File: src/rtl/jk_counter_pkg.sv
// Shared constants for the JK-cell modulo counter.
// JK excitation codes, direction codes, excitation helper.
package jk_counter_pkg;

  typedef logic [1:0] jk_t;

  localparam jk_t JK_HOLD   = 2'b00;
  localparam jk_t JK_CLEAR  = 2'b01;
  localparam jk_t JK_SET    = 2'b10;
  localparam jk_t JK_TOGGLE = 2'b11;

  localparam logic DIR_DOWN = 1'b0;
  localparam logic DIR_UP   = 1'b1;

  // Toggle exactly the bits that must change.
  function automatic jk_t jk_excite(
    input logic cur,
    input logic nxt
  );
    return (cur != nxt) ? JK_TOGGLE : JK_HOLD;
  endfunction

endpackage

File: src/rtl/jk_mod_counter_jk_bit_cell.sv
// Single falling-edge JK storage bit.
// Async active-high reset to 0, Q and Qb outputs.
module jk_bit_cell
  import jk_counter_pkg::*;
(
  input  logic clk_i,
  input  logic rst_i,
  input  logic j_i,
  input  logic k_i,
  output logic q_o,
  output logic qb_o
);

  logic q_q;
  logic q_d;

  // JK characteristic equation
  always_comb begin
    q_d = q_q;
    unique case ({j_i, k_i})
      JK_HOLD:   q_d = q_q;
      JK_CLEAR:  q_d = 1'b0;
      JK_SET:    q_d = 1'b1;
      JK_TOGGLE: q_d = ~q_q;
      default:   q_d = q_q;
    endcase
  end

  // State bit, falling edge, async reset
  always_ff @(negedge clk_i or posedge rst_i) begin
    if (rst_i) q_q <= 1'b0;
    else       q_q <= q_d;
  end

  assign q_o  = q_q;
  assign qb_o = ~q_q;

endmodule

File: src/rtl/jk_mod_counter.sv
// Modulo-N up/down counter on per-bit JK cells.
// Falling-edge; terminal count cascades into next stage.
module jk_mod_counter
  import jk_counter_pkg::*;
#(
  parameter int WIDTH   = 4,
  parameter int MODULUS = 10
) (
  input  logic             Clk_In,
  input  logic             Reset_In,
  input  logic             Enable_In,
  input  logic             Up_Down_In,
  input  logic             Load_In,
  input  logic [WIDTH-1:0] Load_Value_In,
  output logic [WIDTH-1:0] Count_Out,
  output logic             Terminal_Count_Out,
  output logic             Wrap_Out
);

  if (MODULUS < 2) begin : g_bad_mod
    $error("jk_mod_counter: MODULUS must be >= 2");
  end

  if ((2 ** WIDTH) < MODULUS) begin : g_bad_width
    $error("jk_mod_counter: WIDTH too small");
  end

  localparam logic [WIDTH-1:0] CNT_MAX =
    WIDTH'(MODULUS - 1);

  logic [WIDTH-1:0] count_q;
  logic [WIDTH-1:0] count_qb;
  logic [WIDTH-1:0] count_d;
  logic             wrap_q;
  logic             wrap_d;
  logic             at_max;
  logic             at_zero;
  logic             load_ok;
  logic             go_up;
  logic             go_dn;

  assign at_max  = (count_q == CNT_MAX);
  assign at_zero = &count_qb;
  assign load_ok = 32'(Load_Value_In) < 32'(MODULUS);
  assign go_up   = !Load_In && Enable_In &&
                   (Up_Down_In == DIR_UP);
  assign go_dn   = !Load_In && Enable_In &&
                   (Up_Down_In == DIR_DOWN);

  // Next count and wrap flag: load > count > hold
  always_comb begin
    count_d = count_q;
    wrap_d  = 1'b0;
    unique case (1'b1)
      Load_In: begin
        count_d = load_ok ? Load_Value_In : '0;
      end
      go_up: begin
        if (at_max) begin
          count_d = '0;
          wrap_d  = 1'b1;
        end else begin
          count_d = count_q + 1'b1;
        end
      end
      go_dn: begin
        if (at_zero) begin
          count_d = CNT_MAX;
          wrap_d  = 1'b1;
        end else begin
          count_d = count_q - 1'b1;
        end
      end
      default: begin
        count_d = count_q;
      end
    endcase
  end

  for (genvar i = 0; i < WIDTH; i++) begin : g_bit
    jk_t jk;
    assign jk = jk_excite(count_q[i], count_d[i]);
    jk_bit_cell u_cell (
      .clk_i (Clk_In),
      .rst_i (Reset_In),
      .j_i   (jk[1]),
      .k_i   (jk[0]),
      .q_o   (count_q[i]),
      .qb_o  (count_qb[i])
    );
  end

  // Wrap pulse register, falling edge, async reset
  always_ff @(negedge Clk_In or posedge Reset_In) begin
    if (Reset_In) wrap_q <= 1'b0;
    else          wrap_q <= wrap_d;
  end

  assign Count_Out          = count_q;
  assign Wrap_Out           = wrap_q;
  assign Terminal_Count_Out =
    (Up_Down_In == DIR_UP) ? at_max : at_zero;

endmodule

File: config.mk
export PLATFORM = sky130hd
export DESIGN_NAME = jk_mod_counter
export DESIGN_NICKNAME = d
export VERILOG_FILES = /design/src/rtl/jk_counter_pkg.sv /design/src/rtl/jk_mod_counter_jk_bit_cell.sv /design/src/rtl/jk_mod_counter.sv
export SDC_FILE = /design/constraint.sdc
export NUM_CORES = 1
export LEC_CHECK = 0
export CORE_AREA = 2 2 39 41
export CTS_BUF_LIST = sky130_fd_sc_hd__clkbuf_4
export DETAILED_ROUTE_END_ITERATION = 16
export DIE_AREA = 0 0 41 43
export HOLD_SLACK_MARGIN = 0.12
export PLACE_DENSITY = 0.69
export SLEW_MARGIN = 20
export SYNTH_ARGS = -nofsm -noshare
export SYNTH_HDL_FRONTEND = slang
export SYNTH_SLANG_ARGS = --single-unit
File: constraint.sdc
create_clock -name Clk_In -period 2.6 [get_ports Clk_In]
set_input_delay 0.26 -clock Clk_In [delete_from_list [all_inputs] [get_ports Clk_In]]
set_output_delay 0.26 -clock Clk_In [all_outputs]
set_load 0.02 [all_outputs]
### Word-level counts from Yosys, hierarchy flattened

Index checks and enable logic that the tools add are counted.

* bits in registers: 5
* input port bits: 9
* logic and storage cells: 55

* $add $sub $neg: 2
* $lt $le $gt $ge: 1
* eq/ne operators: 17
* mux-type cells: 16
* bitwise gates (word level): 5
* reduce and logical (&&, ||, !) cells: 9

Operators with widths (number)
* 2-bit == test (second input constant): 8
* 4-bit 2-to-1 mux: 3
* 1-bit one-hot mux with 3 select lines: 4
* 4-bit one-hot mux with 3 select lines: 1
* 2-bit by 1-bit == test with 1-bit output (second input constant): 4
* 2-bit zero test: 4
* 2-bit 2-to-1 mux: 4
* 1-bit NOT: 5
* 4-bit by 1-bit adder with 4-bit output (second input constant): 1
* 4-bit == test (second input constant): 1
* 4-bit less-than comparator (second input constant): 1
* 1-bit != test: 4
* 4-bit AND reduction: 1
* 4-bit by 1-bit subtractor with 4-bit output (second input constant): 1
* 1-bit logical AND: 3
* 1-bit 2-to-1 mux: 3
* 1-bit one-hot mux with 2 select lines: 1
* 1-bit zero test: 1

### Longest topological paths before layout

* word-level depth: 8
* mapped depth: 7

### Hierarchy

A second synthesis with hierarchy kept.

* cell total of the unflattened synthesis: 67
* area total of the unflattened synthesis: 519.2 sq um

Modules (own cells, without submodules)
* jk_mod_counter: times used 1, cells each 47, area an instance 354.1 sq um, seq. area each 25.0 sq um
* jk_bit_cell: times used 4, cells each 5, area an instance 41.3 sq um, seq. area each 25.0 sq um

==> results.md <==
Route:
- The detail route stage leaves a number of antenna-violating nets equal to 0.
- Dividing the detail-routed wire length by the instance count gives 14.6 µm.
- In the routed layout, each cell is associated on average with a via count of 5.17.
- The DRC violation count after routing is 0.
- The number of vias after detailed routing is 600.
- For this block, the initial DRC count from the detailed router was 13.
- Summed over all layers, the routed wires come to 1690 µm.
- The pre-antenna-repair detailed-routing pass consisted of 4 iterations.

Timing:
- The worst pin sits at a relative slew slack of 78.9%.
- The count of pins over their slew limit is 0.
- The worst setup slack after layout is -258 ps.
- Between clock sinks in the finished design, the worst skew comes to 4.28 ps.
- Setup total negative slack on the finished layout was measured at -1080 ps.
- Setup repair after global routing could not meet its margin everywhere.
- The number of failing hold endpoints at the final stage is 0.
- Setup violations remaining at the end of the flow were counted as 6.
- For the pin with the worst max-slew slack, the measured transition is 315 ps.

Min path:
- In this run the worst hold path is classified as register to register.

Logic synthesis:
- The multiplexer area fraction after synthesis is 9.93%.
- The count of mapped cells out of synthesis is 63.
- Summing every instance area after synthesis gives 554 µm².
- Summing the areas of all fa, ha and maj instances in the mapped netlist gives 15.8% of the synthesized area.
- Of the total synthesized cell area, the portion taken by AND, OR, NAND and NOR gates is 19.4%.
- In this run, synthesis inferred 0 flip-flops with an integrated enable.
- After synthesis, flip-flops and latches occupy 22.6% of the total area.
- Of all flip-flops after synthesis, the portion carrying an async set or reset was 100%.
- The share of synthesized area in the top cell type comes to 22.6%.
- The most area-hungry cell type in the Yosys netlist is sky130_fd_sc_hd__dfrtn_1.
- Among all flip-flop cells after synthesis, the most frequent one is sky130_fd_sc_hd__dfrtn_1.
- The synthesized net count is 79.
- Summing the areas of all compound-gate instances in the mapped netlist gives 20.5% of the synthesized area.
- The dominant combinational cell family by area after synthesis is compound AO/OA/AOI/OAI gates.
- The average instance in the mapped netlist occupies 8.80 µm².
- The count of state elements after synthesis is 5.
- The share of the synthesized netlist area taken by xor and xnor gates is 1.58%.
- In this run, distinct cell masters in the synthesized netlist total 24.
- The number of warning messages in the yosys log is 0.
- Sorting the synthesized cells by area gives the leading types as sky130_fd_sc_hd__dfrtn_1 (23%), sky130_fd_sc_hd__ha_1 (16%), sky130_fd_sc_hd__mux2_2 (8.1%), sky130_fd_sc_hd__nand3_1 (5.4%), sky130_fd_sc_hd__buf_4 (5.4%).

Cells and area:
- The top cell types in the final layout, fill and taps aside, are sky130_fd_sc_hd__buf_4 (23), sky130_fd_sc_hd__dfrtn_1 (5), sky130_fd_sc_hd__nand3_1 (5), sky130_fd_sc_hd__ha_1 (5).
- The library cell used most frequently in the layout, excluding fill and tap cells, is sky130_fd_sc_hd__buf_4.
- The final antenna diode count is 0.
- Cells with a size suffix above 1 make up 54.0% of the layout.
- The finished cells cover 932 µm².
- The utilization after layout is 67.4%.
- The number of nets in the layout is 117.
- The post-synthesis to final-layout area growth is 68.2%.

Clocking:
- The library cell used as clock root buffer is sky130_fd_sc_hd__clkbuf_4.
- The insertion delay to the later sink of the worst-skew pair is 250 ps.
- Counting along the longest clock path gives a buffer depth of 2.
- The clock-pin slew reported for the worst setup and hold paths after clock tree synthesis is 40 ps.
- After clock tree synthesis, the flow added hold-fix buffers numbering 0.
- CTS built an H-tree with a depth of 1.
- TritonCTS built the clock tree.
- The TritonCTS sink count is 5.
- TritonCTS created 3 clock buffers.

Placement:
- The estimated wirelength of the detail-placed design is 1080 µm.
- The number of I/O port buffers is 14.
- The weighted congestion reported at the end of routability-driven placement is 0.792.
- The post-placement cell area is 797 µm².

Floorplan:
- The die covers 0.00176 mm².
- The vertical die dimension is 43 µm.
- The top-level I/O count is 15.
- The core outline area is 0.00138 mm².
- The placement row count is 14.
- The initial core utilization is 40.1%.
- The die is 41 µm wide.

Setup path:
- STA classifies the critical path endpoint as a register.
- The largest driver fanout on the critical path is 4.
- STA classifies the critical path startpoint as an input pin.
- The data required time at the worst endpoint is 1400 ps.
- Data arrives at the worst endpoint at 1660 ps.
- The critical path is of the input pin to register type.

Power and ir drop:
- The overall power after layout is 0.000840 W.
- The ratio of total power to cell area is 901 mW/mm².
- Summed over all cells, the static leakage comes to 0.451 nW.
- The worst-case IR drop observed on VDD is 0.546 mV.

Global routing:
- The first-pass GRT wire length is 2330 µm.
- The number of antenna violations at the first check in global routing came to 0.
- The remaining global-route overflow is 0.
- The number of global-route vias before repair is 566.
- Global routing used 19.9% of the available tracks.
- Entering global routing, the biggest net connects 6 pins.

Flow run:
- The max-cap violation count is 0.

Status:
- The checks that failed: negative setup slack.
- The run finished, with violations left.
## worst paths after layout
path                                      from             endpoint  slack [ps]  cells after the start
max                                    Load_In  g_bit[2].u_cell.q_o        -260                      7
min                        g_bit[1].u_cell.q_o  g_bit[1].u_cell.q_o         600                      2
max reg2reg                g_bit[1].u_cell.q_o  g_bit[2].u_cell.q_o         460                      8
min reg2reg                g_bit[1].u_cell.q_o  g_bit[1].u_cell.q_o         600                      2
max in group asynchronous             Reset_In  g_bit[1].u_cell.q_o        1000                      2
min in group asynchronous             Reset_In             Wrap_Out        1390                      2
## metrics by stage
stage,setup slack [ps],std cells,hold slack [ps]
floorplan,-184,63,534
global placement,-776,104,578
detailed placement,-825,104,585
CTS,-270,113,585
global route,-313,116,616
finish,-258,116,605
## cells by family (layout without fill, tap and decap cells)
| logic type | Yosys count | in the layout |
|---|---|---|
| mux | 5 | 5 |
| buf+inv | 11 | 48 |
| flops | 5 | 5 |
| compound gates | 15 | 15 |
| simple gates | 19 | 19 |
| xor+xnor | 1 | 1 |
| fa+ha+maj | 7 | 7 |
## power by group
| part | switching [W] | total [W] | leakage, nW | internal [W] |
|---|---|---|---|---|
| combinational | 0.000282 | 0.000612 | 0.367 | 0.000330 |
| clock | 0.0000329 | 0.000101 | 0.0184 | 0.0000685 |
| sequential | 0.0000203 | 0.000127 | 0.0660 | 0.000107 |
## worst max-delay path, cell delays in order
cell,delay [ps]
sky130_fd_sc_hd__buf_6,100
sky130_fd_sc_hd__nand2b_4,160
sky130_fd_sc_hd__a211oi_4,280
sky130_fd_sc_hd__nand3_1,150
sky130_fd_sc_hd__o311ai_1,120
sky130_fd_sc_hd__ha_1,290
sky130_fd_sc_hd__mux2_4,300
## flip-flops by register name, summed over array words and instances, names as in the netlist
name,flops
g_bit.u_cell.q_o,4
Wrap_Out,1
## cell usage after synthesis, drive strengths merged (2+ instances only)
| cell type | instances |
|---|---|
| nor2 | 4 |
| inv | 7 |
| nand3 | 6 |
| and3 | 2 |
| nand2 | 2 |
| o21ai | 6 |
| a21oi | 2 |
| ha | 7 |
| mux2 | 4 |
| buf | 4 |
| nor3 | 3 |
| dfrtn | 5 |
## timing repair
action / in CTS / in global routing
pin swaps: 10 / 5
gates resized for setup: 46 / 10
buffers inserted: 5 / 3
endpoints found under the hold margin: 0 / 0
setup endpoints to repair: 10 / 9
## layer usage
layer	wire length (µm)	GRT usage, %
met5	0	0
met1	692	22.9
met4	55	11.3
met2	849	32.5
met3	94	3.14
## cell type report
type                    count  area [µm²]
clock buffers               4        30.0
fillers                   127         452
inverters                   7        26.3
multi-input cells          47         422
flip-flops and latches      5         125
well taps                  16        20.0
repair buffers             37         309
Note: power is estimated with default switching activity, not from simulation.
